### config.mk
export PLATFORM = sky130hd
export DESIGN_NAME = sha3_padder_gen
export DESIGN_NICKNAME = d
export VERILOG_FILES = /design/src/rtl/sha3_padder_gen.sv
export SDC_FILE = /design/constraint.sdc
export NUM_CORES = 1
export LEC_CHECK = 0
export CORE_ASPECT_RATIO = 1.1
export CORE_MARGIN = 2
export CORE_UTILIZATION = 40
export DETAILED_ROUTE_END_ITERATION = 7
export PLACE_DENSITY_LB_ADDON = 0.25
export RECOVER_POWER = 25
export SLEW_MARGIN = 20
export SYNTH_ARGS = -nofsm -noshare
export SYNTH_HDL_FRONTEND = slang
export SYNTH_SLANG_ARGS = --single-unit
### constraint.sdc
create_clock -name clk -period 2 [get_ports clk]
set_input_delay 0.3 -clock clk [delete_from_list [all_inputs] [get_ports clk]]
set_output_delay 0.3 -clock clk [all_outputs]
set_load 0.005 [all_outputs]
### src/rtl/sha3_padder_gen.sv
// sha3_padder_gen: Keccak/SHA-3 multi-rate message padder, one lane per cycle.
// Optional blk_cnt output is built when SHA3_PADDER_BLKCNT_EN is defined.
module sha3_padder_gen #(
    parameter int W    = 64,
    parameter int NB_W = 4
) (
    input  logic            clk,
    input  logic            rst,
    input  logic [W-1:0]    in_data,
    input  logic            in_valid,
    output logic            in_ready,
    input  logic            in_last,
    input  logic [NB_W-1:0] in_nbytes,
    input  logic [1:0]      mode,
    input  logic [1:0]      sfx,
    output logic [W-1:0]    out_data,
    output logic            out_valid,
    input  logic            out_ready,
    output logic            out_blk_end,
    output logic            out_msg_end
`ifdef SHA3_PADDER_BLKCNT_EN
    ,
    output logic [31:0]     blk_cnt
`endif
);

    localparam int NBYTES = W / 8;
    localparam int CW = 6;
    localparam logic [NB_W-1:0] NB_FULL = NB_W'(NBYTES);
    localparam logic [W-1:0] TOP = {8'h80, {(W-8){1'b0}}};

    typedef enum logic [1:0] {
        S_IDLE,
        S_ABSORB,
        S_PAD
    } state_t;

    function automatic logic [CW-1:0] f_rate(input logic [1:0] m);
        logic [CW-1:0] r;
        case (m)
            2'd0:    r = CW'(1088 / W);
            2'd1:    r = CW'(576 / W);
            2'd2:    r = CW'(1344 / W);
            default: r = CW'(832 / W);
        endcase
        return r;
    endfunction

    function automatic logic [7:0] f_sfx(input logic [1:0] s);
        logic [7:0] b;
        case (s)
            2'd0:    b = 8'h01;
            2'd2:    b = 8'h1F;
            default: b = 8'h06;
        endcase
        return b;
    endfunction

    state_t         r_state;
    state_t         w_state_nxt;
    logic [CW-1:0]  r_lane;
    logic [CW-1:0]  r_rate;
    logic [7:0]     r_sfx;
    logic           r_pend;
    logic [W-1:0]   r_data;
    logic           r_valid;
    logic           r_blk;
    logic           r_msg;

    logic [CW-1:0]  w_rate;
    logic [7:0]     w_sfx;
    logic [CW-1:0]  w_lidx;
    logic           w_at_end;
    logic           w_free;
    logic           w_xfer;
    logic           w_acc;
    logic           w_start;
    logic           w_pad_ld;
    logic           w_full;
    logic [W-1:0]   w_last_word;
    logic           w_ld;
    logic [W-1:0]   w_d;
    logic           w_blk;
    logic           w_msg;
    logic           w_pend_nxt;

    // Outside a message the live mode/sfx inputs apply to the word being accepted.
    assign w_rate  = (r_state == S_IDLE) ? f_rate(mode) : r_rate;
    assign w_sfx   = (r_state == S_IDLE) ? f_sfx(sfx) : r_sfx;
    assign w_free  = ~r_valid | out_ready;
    assign w_xfer  = r_valid & out_ready;
    assign in_ready = rst & (r_state != S_PAD) & w_free;
    assign w_acc   = in_valid & in_ready;
    assign w_start = w_acc & (r_state == S_IDLE);
    assign w_full  = (in_nbytes >= NB_FULL);

    // Index of the lane that would be loaded into the output register now.
    assign w_lidx = r_valid ? (r_blk ? '0 : r_lane + CW'(1)) : r_lane;
    assign w_at_end = (w_lidx == w_rate - CW'(1));

    assign w_pad_ld = (r_state == S_PAD) & w_free & ~(r_valid & r_msg);

    always_comb begin
        w_last_word = '0;
        for (int i = 0; i < NBYTES; i++) begin
            if (NB_W'(i) < in_nbytes)
                w_last_word[8*i +: 8] = in_data[8*i +: 8];
            else if (NB_W'(i) == in_nbytes)
                w_last_word[8*i +: 8] = w_sfx;
        end
    end

    always_comb begin
        w_ld        = 1'b0;
        w_d         = r_data;
        w_blk       = r_blk;
        w_msg       = r_msg;
        w_pend_nxt  = r_pend;
        w_state_nxt = r_state;
        if (w_acc) begin
            w_ld  = 1'b1;
            w_blk = w_at_end;
            w_msg = 1'b0;
            if (!in_last) begin
                w_d         = in_data;
                w_state_nxt = S_ABSORB;
            end else if (w_full) begin
                // Suffix moves to byte 0 of the next lane, possibly a new block.
                w_d         = in_data;
                w_pend_nxt  = 1'b1;
                w_state_nxt = S_PAD;
            end else begin
                w_d         = w_last_word | (w_at_end ? TOP : '0);
                w_msg       = w_at_end;
                w_pend_nxt  = 1'b0;
                w_state_nxt = w_at_end ? S_IDLE : S_PAD;
            end
        end else if (w_pad_ld) begin
            w_ld       = 1'b1;
            w_d        = {{(W-8){1'b0}}, (r_pend ? r_sfx : 8'h00)} |
                         (w_at_end ? TOP : '0);
            w_blk      = w_at_end;
            w_msg      = w_at_end;
            w_pend_nxt = 1'b0;
        end
        if ((r_state == S_PAD) && w_xfer && r_msg)
            w_state_nxt = S_IDLE;
    end

    always_ff @(posedge clk or negedge rst) begin
        if (!rst) begin
            r_state <= S_IDLE;
            r_pend  <= 1'b0;
        end else begin
            r_state <= w_state_nxt;
            r_pend  <= w_pend_nxt;
        end
    end

    always_ff @(posedge clk or negedge rst) begin
        if (!rst) begin
            r_rate <= '0;
            r_sfx  <= '0;
        end else if (w_start) begin
            r_rate <= f_rate(mode);
            r_sfx  <= f_sfx(sfx);
        end
    end

    always_ff @(posedge clk or negedge rst) begin
        if (!rst)
            r_lane <= '0;
        else if (w_xfer)
            r_lane <= r_blk ? '0 : r_lane + CW'(1);
    end

    always_ff @(posedge clk or negedge rst) begin
        if (!rst) begin
            r_data  <= '0;
            r_valid <= 1'b0;
            r_blk   <= 1'b0;
            r_msg   <= 1'b0;
        end else if (w_ld) begin
            r_data  <= w_d;
            r_valid <= 1'b1;
            r_blk   <= w_blk;
            r_msg   <= w_msg;
        end else if (w_xfer) begin
            r_valid <= 1'b0;
            r_blk   <= 1'b0;
            r_msg   <= 1'b0;
        end
    end

`ifdef SHA3_PADDER_BLKCNT_EN
    logic [31:0] r_blk_cnt;

    always_ff @(posedge clk or negedge rst) begin
        if (!rst)
            r_blk_cnt <= '0;
        else if (w_start)
            r_blk_cnt <= '0;
        else if (w_xfer && r_blk && (r_blk_cnt != 32'hFFFF_FFFF))
            r_blk_cnt <= r_blk_cnt + 32'd1;
    end

    assign blk_cnt = r_blk_cnt;
`endif

    assign out_data    = r_data;
    assign out_valid   = r_valid;
    assign out_blk_end = r_blk;
    assign out_msg_end = r_msg;

endmodule

==> results.yml <==
synthesis:
  synthFlopType: "dfrtp_1"
  avgSynthCellArea_um2: 9.854
  synthSimpleGateAreaFrac: 0.1941
  syn_area_mm2: 0.003892
  synth_top_family_by_area: "compound AO/OA/AOI/OAI gates"
  ys_types: 47
  synthCells: 395
  synth-compound-area-share: 0.2093
  yosys.area.top_type: "dfrtp_1"
  ys_warn_count: 0
  synth.top_cell.area_share: 0.5336
  syn_nets: 473
  yosys.area_share.adder: 0.003214
  synth_edf_count: 0
  muxShareOfSynthArea: 0.01929
  synth_xor_area_frac: 0.01125
  synthArstFlopShare: 1.000
  ys_ff_latch: 83
  ys_top_cells_by_area: "dfrtp_1, nand2_1, a221o_1"
  ys_seq_area_frac: 0.5336
sta:
  fin_crit_sh: 1.033
  timing.hold.ws_ps: 243.9
  fmax_mhz: 484.0
  finalHoldViolCount: 0
  grt_setup_unrepaired: "true"
  post-route-min-period_ps: 2066
  relSlewSlack: 0.4192
  setup_viol_count_final: 1
  finalClockSkew_ps: 11.56
  worst_slack_ps: -66.23
  tightest_slew_ps: 871.2
  slew_viol_final: 0
routing:
  dr.first_iter.drc_count: 172
  viasPerCell: 5.466
  vias: 3810
  drtPass1Iterations: 4
  drc: 0
  wl_per_cell_um: 17.09
  routed_wl_um: 11910
  antenna_left: 0
worst_setup_path:
  critPathLaunchType: "flip-flop"
  path_cells: "buf_4 -> mux2_2 -> nor4_2 -> o21ai_1 -> or4_4 -> o21a_1"
  cp-end-kind: "flip-flop"
  worstPathMaxFanout: 4
  cp.arrival_ps: 2310
  crit_required_ps: 2240
  critPathKind: "flip-flop to flip-flop"
  slowest_delay_ps: 540
  critPathSlowestCell: "or4_4"
grt:
  antenna_found_initial: 0
  overflow: 0
  grt_pass1_wl_um: 19070
  grt_max_degree: 51
  grt_pass1_vias: 3781
  grt_usage: 0.2271
clock_network:
  cts_buffers: 9
  tritoncts: "yes"
  cts_buffer_depth: 2
  clk_pin_slew_ps: 90
  cts_hold_buf: 0
  h-tree-depth: 3
  root_buffer: "clkbuf_8"
  clkLatencyLatePin_ps: 350
  cts_sinks: 83
layout:
  fill_cells: 771
  antenna_cells: 0
  area_growth_pct: 55.32
  nets: 654
  layout-drive-gt1-share: 0.1569
  finalNonFillerCells: 697
status:
  outcome: "complete, but fails checks"
  violations: "setup timing"
pwr:
  vdd_drop_max_uv: 587.6
  powerDensity_mw_per_mm2: 1328
  p_leak_nw: 2.604
placement:
  io_buffers: 144
  dp_slack_ps: -149.0
  dp.cells: 681
  place_hpwl_um: 9089
  gp_congestion: 0.8423
hold_path:
  hold_class: "primary input to asynchronous set/reset pin"
floorplan:
  fp-row-count: 37
  dieWidth_um: 98.06
  coreArea_mm2: 0.009398
  initial_utilization: 0.4142
  io-pin-count: 145
  die_y_um: 107.5
  die-area_mm2: 0.01054
job:
  maxCapViolations: 0
-- cell type report --
type                            instances  area, µm²  area share
Multi-Input combinational cell        287       1804      0.2984
Clock buffer                           10      127.6     0.02111
Timing Repair Buffer                  194       1832      0.3030
Sequential cell                        83       2077      0.3435
Tap cell                              117      146.4     0.02421
Inverter                                1      3.754   0.0006209
Clock inverter                          5      55.05    0.009106
-- state kept, by name, summed over array words and instances (netlist names) --
register     count
out_data        64
r_lane           6
r_rate           4
r_sfx            3
r_state          2
out_blk_end      1
out_msg_end      1
out_valid        1
r_pend           1
-- cell usage in the layout, fill, tap and decap left out, types with 8 or more instances in the layout --
cell type,n
nand2b_1,8
a221o_1,19
a21oi_1,17
o21ai_0,35
clkbuf_8,9
buf_4,46
dfrtp_1,83
nand3_1,31
clkdlybuf4s50_1,142
nor2_1,26
nand2_1,51
a22o_1,15
-- through the flow --
| step | power [mW] | TNS (ps) | util | instance area, µm² |
|---|---|---|---|---|
| CTS | 8.036 | -39.92 | 0.6407 | 6021 |
| floorplan | 4.554 | -19.86 | - | 3923 |
| detailed placement | 6.786 | -3488 | 0.6170 | 5798 |
| finish | 8.031 | -66.23 | 0.6433 | 6046 |
| global placement | 6.649 | -2594 | 0.6170 | 5798 |
| global route | 8.555 | -373.1 | 0.6433 | 6046 |
-- logic make-up after synthesis --
group,after synthesis
simple gates,155
compound gates,119
flops,83
buf+inv,25
mux,7
xor+xnor,5
fa+ha+maj,1
-- worst max-delay path: cells and delay by family, from the launching register on --
family                 cells  cell delay, ps
and+or+nand+nor            2             740
DFF                        1             410
muxes                      1             350
AOI/OAI and AO/OA          2             310
buffers and inverters      1             160
-- report_power, final --
part	total [mW]	switching [mW]	internal (mW)	leakage (nW)
clock	1.17	0.604	0.567	0.0881
combinational	3.87	1.57	2.30	1.44
sequential	2.99	0.555	2.44	1.07
-- synth_stat cells, drive strengths merged (2+ instances only) --
| master | number |
|---|---|
| nand3 | 33 |
| o21ai | 42 |
| or2 | 3 |
| o31ai | 3 |
| a211oi | 2 |
| nor2b | 8 |
| nor3 | 5 |
| a21oi | 20 |
| xor2 | 2 |
| dfrtp | 83 |
| nand2b | 10 |
| nand4 | 2 |
| nor4 | 3 |
| a32oi | 2 |
| a22oi | 3 |
| or3 | 2 |
| and3 | 5 |
| xnor2 | 3 |
| a211o | 3 |
| mux2i | 3 |
| nand4b | 2 |
| a22o | 15 |
| nor2 | 28 |
| a221o | 19 |
| clkbuf | 12 |
| a31oi | 4 |
| mux2 | 4 |
| nand2 | 51 |
| buf | 12 |
-- routing by layer --
metal / share of wire / global-route usage
met2: 0.50 / 0.3777
met3: 0.059 / 0.04545
met4: 0.0096 / 0.07341
met1: 0.43 / 0.2992
met5: 0 / 0
-- path summary, 6_finish.rpt --
path                       slack, ps          from           end  depth (start not counted)
min in group clk                 480   in_data[31]  out_data[31]                          3
max reg2reg                      -70     r_lane[0]    r_state[1]                          6
min                              240           rst  out_data[21]                          2
max                              -70     r_lane[0]    r_state[1]                          6
min reg2reg                      490  out_data[16]  out_data[16]                          2
max in group asynchronous        480           rst   out_data[3]                          3
-- timing repair --
item,4_1_cts,5_1_grt
gates resized for setup,10,7
buffers inserted,1,0
setup endpoints to repair,6,17
pin swaps,4,2
(Power assumes the default switching activity.)
